--- src/rtl/alu_cmd_sequencer_if.sv ---
// Signal bundle between the keypad front end, alu_cmd_sequencer and the shared ALU.
// The sequencer uses the slave view; the front end and ALU together form the master.
interface alu_cmd_sequencer_if #(
  parameter int OP_W  = 4,
  parameter int DEPTH = 4
) ();
  logic                   cmd_valid;
  logic [OP_W-1:0]        cmd_op;
  logic [15:0]            cmd_src;
  logic [15:0]            cmd_dst;
  logic                   cmd_ready;
  logic                   alu_start;
  logic [OP_W-1:0]        alu_op;
  logic [15:0]            alu_a;
  logic [15:0]            alu_b;
  logic                   alu_done;
  logic [15:0]            alu_res;
  logic [15:0]            ans;
  logic                   ans_valid;
  logic                   err_ovf;
  logic                   err_tmo;
  logic                   busy;
  logic [$clog2(DEPTH):0] count;

  modport slave (
    input  cmd_valid, cmd_op, cmd_src, cmd_dst, alu_done, alu_res,
    output cmd_ready, alu_start, alu_op, alu_a, alu_b,
           ans, ans_valid, err_ovf, err_tmo, busy, count
  );

  modport master (
    output cmd_valid, cmd_op, cmd_src, cmd_dst, alu_done, alu_res,
    input  cmd_ready, alu_start, alu_op, alu_a, alu_b,
           ans, ans_valid, err_ovf, err_tmo, busy, count
  );
endinterface

--- src/rtl/alu_cmd_sequencer.sv ---
// Queues keypad commands and issues them one at a time to the shared ALU,
// substituting the answer token with the running answer so commands chain.
module alu_cmd_sequencer #(
  parameter int          OP_W      = 4,
  parameter int          DEPTH     = 4,
  parameter logic [15:0] ANS_TOKEN = 16'hFFFF,
  parameter int          TMO_CYC   = 255
) (
  input  logic               CLK,
  input  logic               RESET,
  alu_cmd_sequencer_if.slave bus
);
  localparam int PTR_W = $clog2(DEPTH);
  localparam int CNT_W = PTR_W + 1;
  localparam int TMO_W = $clog2(TMO_CYC + 1);
  localparam int ENT_W = OP_W + 32;
  localparam logic [CNT_W-1:0] FULL_CNT = CNT_W'(DEPTH);
  localparam logic [TMO_W-1:0] TMO_LAST = TMO_W'(TMO_CYC - 1);

  localparam logic [2:0] S_IDLE    = 3'd0;
  localparam logic [2:0] S_RESOLVE = 3'd1;
  localparam logic [2:0] S_ISSUE   = 3'd2;
  localparam logic [2:0] S_WAIT    = 3'd3;
  localparam logic [2:0] S_WRITE   = 3'd4;

  logic [ENT_W-1:0] r_mem [DEPTH];
  logic [PTR_W-1:0] r_wptr;
  logic [PTR_W-1:0] r_rptr;
  logic [CNT_W-1:0] r_count;
  logic [2:0]       r_state;
  logic [TMO_W-1:0] r_tmo;
  logic [OP_W-1:0]  r_wk_op;
  logic [15:0]      r_wk_src;
  logic [15:0]      r_wk_dst;
  logic [OP_W-1:0]  r_alu_op;
  logic [15:0]      r_alu_a;
  logic [15:0]      r_alu_b;
  logic [15:0]      r_ans;
  logic             r_err_ovf;
  logic             r_err_tmo;
  logic             w_push;
  logic             w_pop;
  logic             w_full;

  function automatic logic [15:0] resolve_opnd(input logic [15:0] opnd,
                                               input logic [15:0] last_ans);
    return (opnd == ANS_TOKEN) ? last_ans : opnd;
  endfunction

  assign w_full = (r_count == FULL_CNT);
  assign w_push = bus.cmd_valid && !w_full;
  assign w_pop  = (r_state == S_IDLE) && (r_count != '0);

  // Command FIFO storage and the working register loaded on pop
  always_ff @(posedge CLK) begin
    if (w_push) r_mem[r_wptr] <= {bus.cmd_op, bus.cmd_src, bus.cmd_dst};
    if (w_pop)  {r_wk_op, r_wk_src, r_wk_dst} <= r_mem[r_rptr];
  end

  // FIFO bookkeeping and the issue/answer state machine
  always_ff @(posedge CLK) begin
    if (RESET) begin
      r_wptr    <= '0;
      r_rptr    <= '0;
      r_count   <= '0;
      r_state   <= S_IDLE;
      r_tmo     <= '0;
      r_alu_op  <= '0;
      r_alu_a   <= '0;
      r_alu_b   <= '0;
      r_ans     <= '0;
      r_err_ovf <= 1'b0;
      r_err_tmo <= 1'b0;
    end else begin
      if (w_push) r_wptr <= r_wptr + PTR_W'(1);
      if (w_pop)  r_rptr <= r_rptr + PTR_W'(1);
      case ({w_push, w_pop})
        2'b10:   r_count <= r_count + CNT_W'(1);
        2'b01:   r_count <= r_count - CNT_W'(1);
        default: r_count <= r_count;
      endcase
      // A full FIFO drops the strobe even when a pop frees a slot this cycle
      if (bus.cmd_valid && w_full) r_err_ovf <= 1'b1;

      case (r_state)
        S_IDLE: begin
          if (w_pop) r_state <= S_RESOLVE;
        end
        S_RESOLVE: begin
          r_alu_op <= r_wk_op;
          r_alu_a  <= resolve_opnd(r_wk_src, r_ans);
          r_alu_b  <= resolve_opnd(r_wk_dst, r_ans);
          r_state  <= S_ISSUE;
        end
        S_ISSUE: begin
          r_tmo   <= '0;
          r_state <= S_WAIT;
        end
        S_WAIT: begin
          if (bus.alu_done) begin
            r_ans   <= bus.alu_res;
            r_state <= S_WRITE;
          end else if (r_tmo == TMO_LAST) begin
            r_err_tmo <= 1'b1;
            r_state   <= S_IDLE;
          end else begin
            r_tmo <= r_tmo + TMO_W'(1);
          end
        end
        S_WRITE: r_state <= S_IDLE;
        default: r_state <= S_IDLE;
      endcase
    end
  end

  assign bus.cmd_ready = !w_full;
  assign bus.alu_start = (r_state == S_ISSUE);
  assign bus.alu_op    = r_alu_op;
  assign bus.alu_a     = r_alu_a;
  assign bus.alu_b     = r_alu_b;
  assign bus.ans       = r_ans;
  assign bus.ans_valid = (r_state == S_WRITE);
  assign bus.err_ovf   = r_err_ovf;
  assign bus.err_tmo   = r_err_tmo;
  assign bus.busy      = (r_state != S_IDLE) || (r_count != '0);
  assign bus.count     = r_count;
endmodule

--- src/flat_wrapper.sv ---
// flat-port wrapper written by rule: the top's interface ports become plain ports
module alu_cmd_sequencer_flat 
#(
  parameter int          OP_W      = 4,
  parameter int          DEPTH     = 4,
  parameter logic [15:0] ANS_TOKEN = 16'hFFFF,
  parameter int          TMO_CYC   = 255
)
  (CLK, RESET, bus_cmd_valid, bus_cmd_op, bus_cmd_src, bus_cmd_dst, bus_alu_done, bus_alu_res, bus_cmd_ready, bus_alu_start, bus_alu_op, bus_alu_a, bus_alu_b, bus_ans, bus_ans_valid, bus_err_ovf, bus_err_tmo, bus_busy, bus_count);
  alu_cmd_sequencer_if #(.OP_W(OP_W), .DEPTH(DEPTH)) bus_i ();
  input  logic CLK;
  input  logic RESET;
  input wire logic [$bits(bus_i.cmd_valid)-1:0] bus_cmd_valid;
  input wire logic [$bits(bus_i.cmd_op)-1:0] bus_cmd_op;
  input wire logic [$bits(bus_i.cmd_src)-1:0] bus_cmd_src;
  input wire logic [$bits(bus_i.cmd_dst)-1:0] bus_cmd_dst;
  input wire logic [$bits(bus_i.alu_done)-1:0] bus_alu_done;
  input wire logic [$bits(bus_i.alu_res)-1:0] bus_alu_res;
  output wire logic [$bits(bus_i.cmd_ready)-1:0] bus_cmd_ready;
  output wire logic [$bits(bus_i.alu_start)-1:0] bus_alu_start;
  output wire logic [$bits(bus_i.alu_op)-1:0] bus_alu_op;
  output wire logic [$bits(bus_i.alu_a)-1:0] bus_alu_a;
  output wire logic [$bits(bus_i.alu_b)-1:0] bus_alu_b;
  output wire logic [$bits(bus_i.ans)-1:0] bus_ans;
  output wire logic [$bits(bus_i.ans_valid)-1:0] bus_ans_valid;
  output wire logic [$bits(bus_i.err_ovf)-1:0] bus_err_ovf;
  output wire logic [$bits(bus_i.err_tmo)-1:0] bus_err_tmo;
  output wire logic [$bits(bus_i.busy)-1:0] bus_busy;
  output wire logic [$bits(bus_i.count)-1:0] bus_count;
  assign bus_i.cmd_valid = bus_cmd_valid;
  assign bus_i.cmd_op = bus_cmd_op;
  assign bus_i.cmd_src = bus_cmd_src;
  assign bus_i.cmd_dst = bus_cmd_dst;
  assign bus_i.alu_done = bus_alu_done;
  assign bus_i.alu_res = bus_alu_res;
  assign bus_cmd_ready = bus_i.cmd_ready;
  assign bus_alu_start = bus_i.alu_start;
  assign bus_alu_op = bus_i.alu_op;
  assign bus_alu_a = bus_i.alu_a;
  assign bus_alu_b = bus_i.alu_b;
  assign bus_ans = bus_i.ans;
  assign bus_ans_valid = bus_i.ans_valid;
  assign bus_err_ovf = bus_i.err_ovf;
  assign bus_err_tmo = bus_i.err_tmo;
  assign bus_busy = bus_i.busy;
  assign bus_count = bus_i.count;
  alu_cmd_sequencer #(.OP_W(OP_W), .DEPTH(DEPTH), .ANS_TOKEN(ANS_TOKEN), .TMO_CYC(TMO_CYC)) u_core (.CLK(CLK), .RESET(RESET), .bus(bus_i));
endmodule
--- config.mk ---
export PLATFORM = sky130hd
export DESIGN_NAME = alu_cmd_sequencer_flat
export DESIGN_NICKNAME = d
export VERILOG_FILES = /design/src/rtl/alu_cmd_sequencer_if.sv /design/src/rtl/alu_cmd_sequencer.sv /design/src/flat_wrapper.sv
export SDC_FILE = /design/constraint.sdc
export NUM_CORES = 1
export LEC_CHECK = 0
export CORE_UTILIZATION = 45
export DETAILED_ROUTE_END_ITERATION = 8
export PLACE_DENSITY = 0.66
export SETUP_SLACK_MARGIN = 0.4
export SKIP_CTS_REPAIR_TIMING = 1
export SLEW_MARGIN = 15
export SYNTH_ARGS = -nofsm -noshare
export SYNTH_HDL_FRONTEND = slang
export SYNTH_SLANG_ARGS = --single-unit
--- constraint.sdc ---
create_clock -name CLK -period 4.4 [get_ports CLK]
set_input_delay 0.44 -clock CLK [delete_from_list [all_inputs] [get_ports CLK]]
set_output_delay 0.44 -clock CLK [all_outputs]
set_load 0.02 [all_outputs]
==> flow_summary.yaml <==
timing:
  period_needed_ns: 2.86
  rsz0062_at_grt: "no"
  skew_ns: 0.0163
  hold_viol: 0
  slew-limit-headroom_pct: 29.2
  fin_setup_tns_ns: 0
  fin_crit_sh_pct: 65.0
  tightestPinTransition_ns: 1.06
  setup_violations: 0
  slew_viol_final: 0
  max_freq_ghz: 0.350
floorplanning:
  row_count: 52
  pin_count: 117
  fp.dieW_um: 146
  design.die.area_um2: 21300
  initial_core_util_pct: 46.0
  die_h_um: 146
  core_um2: 20200
detailed_routing:
  vias: 5278
  routed_wl_um: 19800
  dr.pass1.iters: 4
  vias_per_cell: 5.28
  drc: 0
  wire_per_inst_um: 19.8
  ant_nets: 0
  first_iter_violations: 293
clock_tree:
  tritoncts: "yes"
  clock_path_buffers: 3
  htreeDepth: 1
  clock-root-buffer: "clkbuf_16"
  cts_sinks: 252
  clkTransAtPathRegs_ns: 0.06
  clock_latency_ns: 0.54
  cts-buffers-inserted: 27
setup_path:
  arrival_ns: 3.31
  rr_endpoint: "u_core.bus.count[2]"
  path_max_fanout: 38
  endpoint_kind: "flop"
  r2r_slack_ns: 1.54
  worstPathRequired_ns: 4.85
  startpoint_type: "flop"
  rr_worst_depth: 9
  crit-reg2reg-launch: "u_core.r_state[2]"
  crit_start: "u_core.r_state[2]"
  critPathKind: "reg2reg"
power:
  power_density_nw_per_um2: 618
  ir_drop_mv: 0.381
  p_leak_uw: 0.00388
  power.total_uw: 7150
layout:
  finalNonFillerCells: 1000
  nNetsFinal: 772
  nFillCells: 1577
  drive_gt1_share_pct: 12.8
  syn2layout_area_growth_pct: 24.4
worst_hold_path:
  hp-start: "u_core.bus.alu_b[13]"
  whs_endpoint: "u_core.bus.alu_b[13]"
  hold_path_depth: 2
  hold_path_class: "reg2reg"
global_route:
  grt_max_degree: 44
  grt_pass1_wl_um: 31200
  grt_use_total_pct: 19.4
  grt_pass1_vias: 5447
  grt-ovfl-total: 0
  grt_antenna_before_repair: 1
synth:
  syn_area_um2: 9310
  synth_cell_types: 41
  synth_edf_count: 180
  syn_inst: 587
  yosysWarnings: 0
  ys_ff_latch: 252
  synth_ff_type: "edfxtp_1"
  synth_nets: 651
  async_flop_share_pct: 0
  avgSynthCellArea_um2: 15.9
  ys_seq_area_share_pct: 73.5
placement:
  place_congestion: 0.784
  placed_cells: 949
  dpl.hpwl_um: 12500
  io_buffers: 116
run_status:
  status: "completed"
job:
  cap_violations: 0
==> worst max-delay path by stage <==
stage                                endpoint  slack, ns  cells past startpoint
final                     u_core.bus.count[2]       1.54                      9
after global routing      u_core.bus.count[2]       1.32                      9
after CTS                 u_core.bus.count[2]       1.52                      9
after detailed placement  u_core.bus.count[2]       1.52                      9
after global placement    u_core.bus.count[2]       1.65                      9
after floorplan           u_core.bus.count[2]       0.44                      9
==> worst max-delay path, stage by stage, from the launching register on <==
cell	delay, ns
dfxtp_1	0.38
nor3_1	0.37
nor2b_4	0.21
buf_4	0.46
ha_1	0.28
inv_1	0.06
fa_1	0.37
xor2_1	0.16
or3_1	0.32
a21oi_1	0.16
==> sequential cells by signal, summed over array words and instances, names as in the netlist <==
signal / count
u_core.bus.err_ovf: 1
u_core.bus.alu_a: 16
u_core.r_rptr: 2
u_core.r_mem: 144
u_core.bus.ans: 16
u_core.r_wk_op: 4
u_core.bus.count: 3
u_core.bus.alu_b: 16
u_core.r_wptr: 2
u_core.bus.alu_op: 4
u_core.r_wk_src: 16
u_core.bus.err_tmo: 1
u_core.r_tmo: 8
u_core.r_wk_dst: 16
u_core.r_state: 3
==> area by class of cell <==
| cell class | instances | area [um2] | area share, % |
|---|---|---|---|
| sequential | 252 | 6850 | 59.1 |
| inverter | 8 | 30.0 | 0.259 |
| clock inverter | 12 | 140 | 1.21 |
| tap | 270 | 338 | 2.92 |
| multi-input combinational | 299 | 2290 | 19.8 |
| clock buffer | 38 | 747 | 6.45 |
| timing repair buffer | 120 | 1190 | 10.2 |
| antenna | 1 | 2.50 | 0.0216 |
==> power by group <==
part | switching [uW] | internal [uW]
clock | 881 | 1360
combinational | 776 | 703
sequential | 335 | 3100
==> cell families (layout without fill, tap and decap cells) <==
kind of cell	count (synthesis)	after routing	synth area share, %
DFF	252	252	73.5
xor gates and xnor gates	5	5	0.470
muxes	40	40	9.14
buffers and inverters	36	178	2.08
other	0	1	0
adders and majority gates	8	8	1.16
and+or+nand+nor	174	174	8.52
AOI/OAI and AO/OA	72	72	5.12
==> layer usage <==
metal,vias up,wire (um),global-route usage [%]
li1,2478,-,-
met1,2628,8360,25.1
met2,134,10000,33.6
met3,38,837,2.95
met4,0,547,6.42
met5,-,0,0
==> cell usage after synthesis, types with 7 or more instances <==
library cell	count	area share, %
a21oi_1	25	1.3
buf_2	10	0.54
clkbuf_1	8	0.32
dfxtp_1	72	15
edfxtp_1	180	58
ha_1	7	0.94
inv_1	8	0.32
mux4_2	36	8.7
nand2_1	107	4.3
nand4_1	10	0.67
nor2_1	19	0.77
o211ai_1	32	2.6
==> stage by stage <==
| stage | setup slack, ns | instance area (um2) | utilization [%] | hold slack, ns |
|---|---|---|---|---|
| 2_1_floorplan | 0.439 | 9310 | - | 0.454 |
| 3_3_place_gp | 1.65 | 10700 | 52.8 | 0.433 |
| 3_5_place_dp | 1.52 | 10700 | 52.8 | 0.430 |
| 4_1_cts | 1.52 | 11600 | 57.2 | 0.438 |
| 5_1_grt | 1.32 | 11600 | 57.2 | 0.462 |
| 6_report | 1.54 | 11600 | 57.2 | 0.436 |
==> cell usage in the layout (no fill, tap or decap), drive strengths merged, types with 2 or more instances in the layout <==
master	n
nor2	19
clkinv	6
a21oi	25
nand3b	2
and3	6
a31oi	4
nand3	6
ha	7
o211ai	32
or4	2
mux2i	4
o21ai	6
nor3	3
dfxtp	72
bufinv	3
nand4	10
edfxtp	180
clkinvlp	2
clkbuf	38
o31ai	2
and3b	2
or3	6
buf	5
xnor2	3
and2	3
inv	9
clkdlybuf4s50	115
mux4	36
xor2	2
nand2	107
nor2b	4
Power figures use the tool's default switching activity.
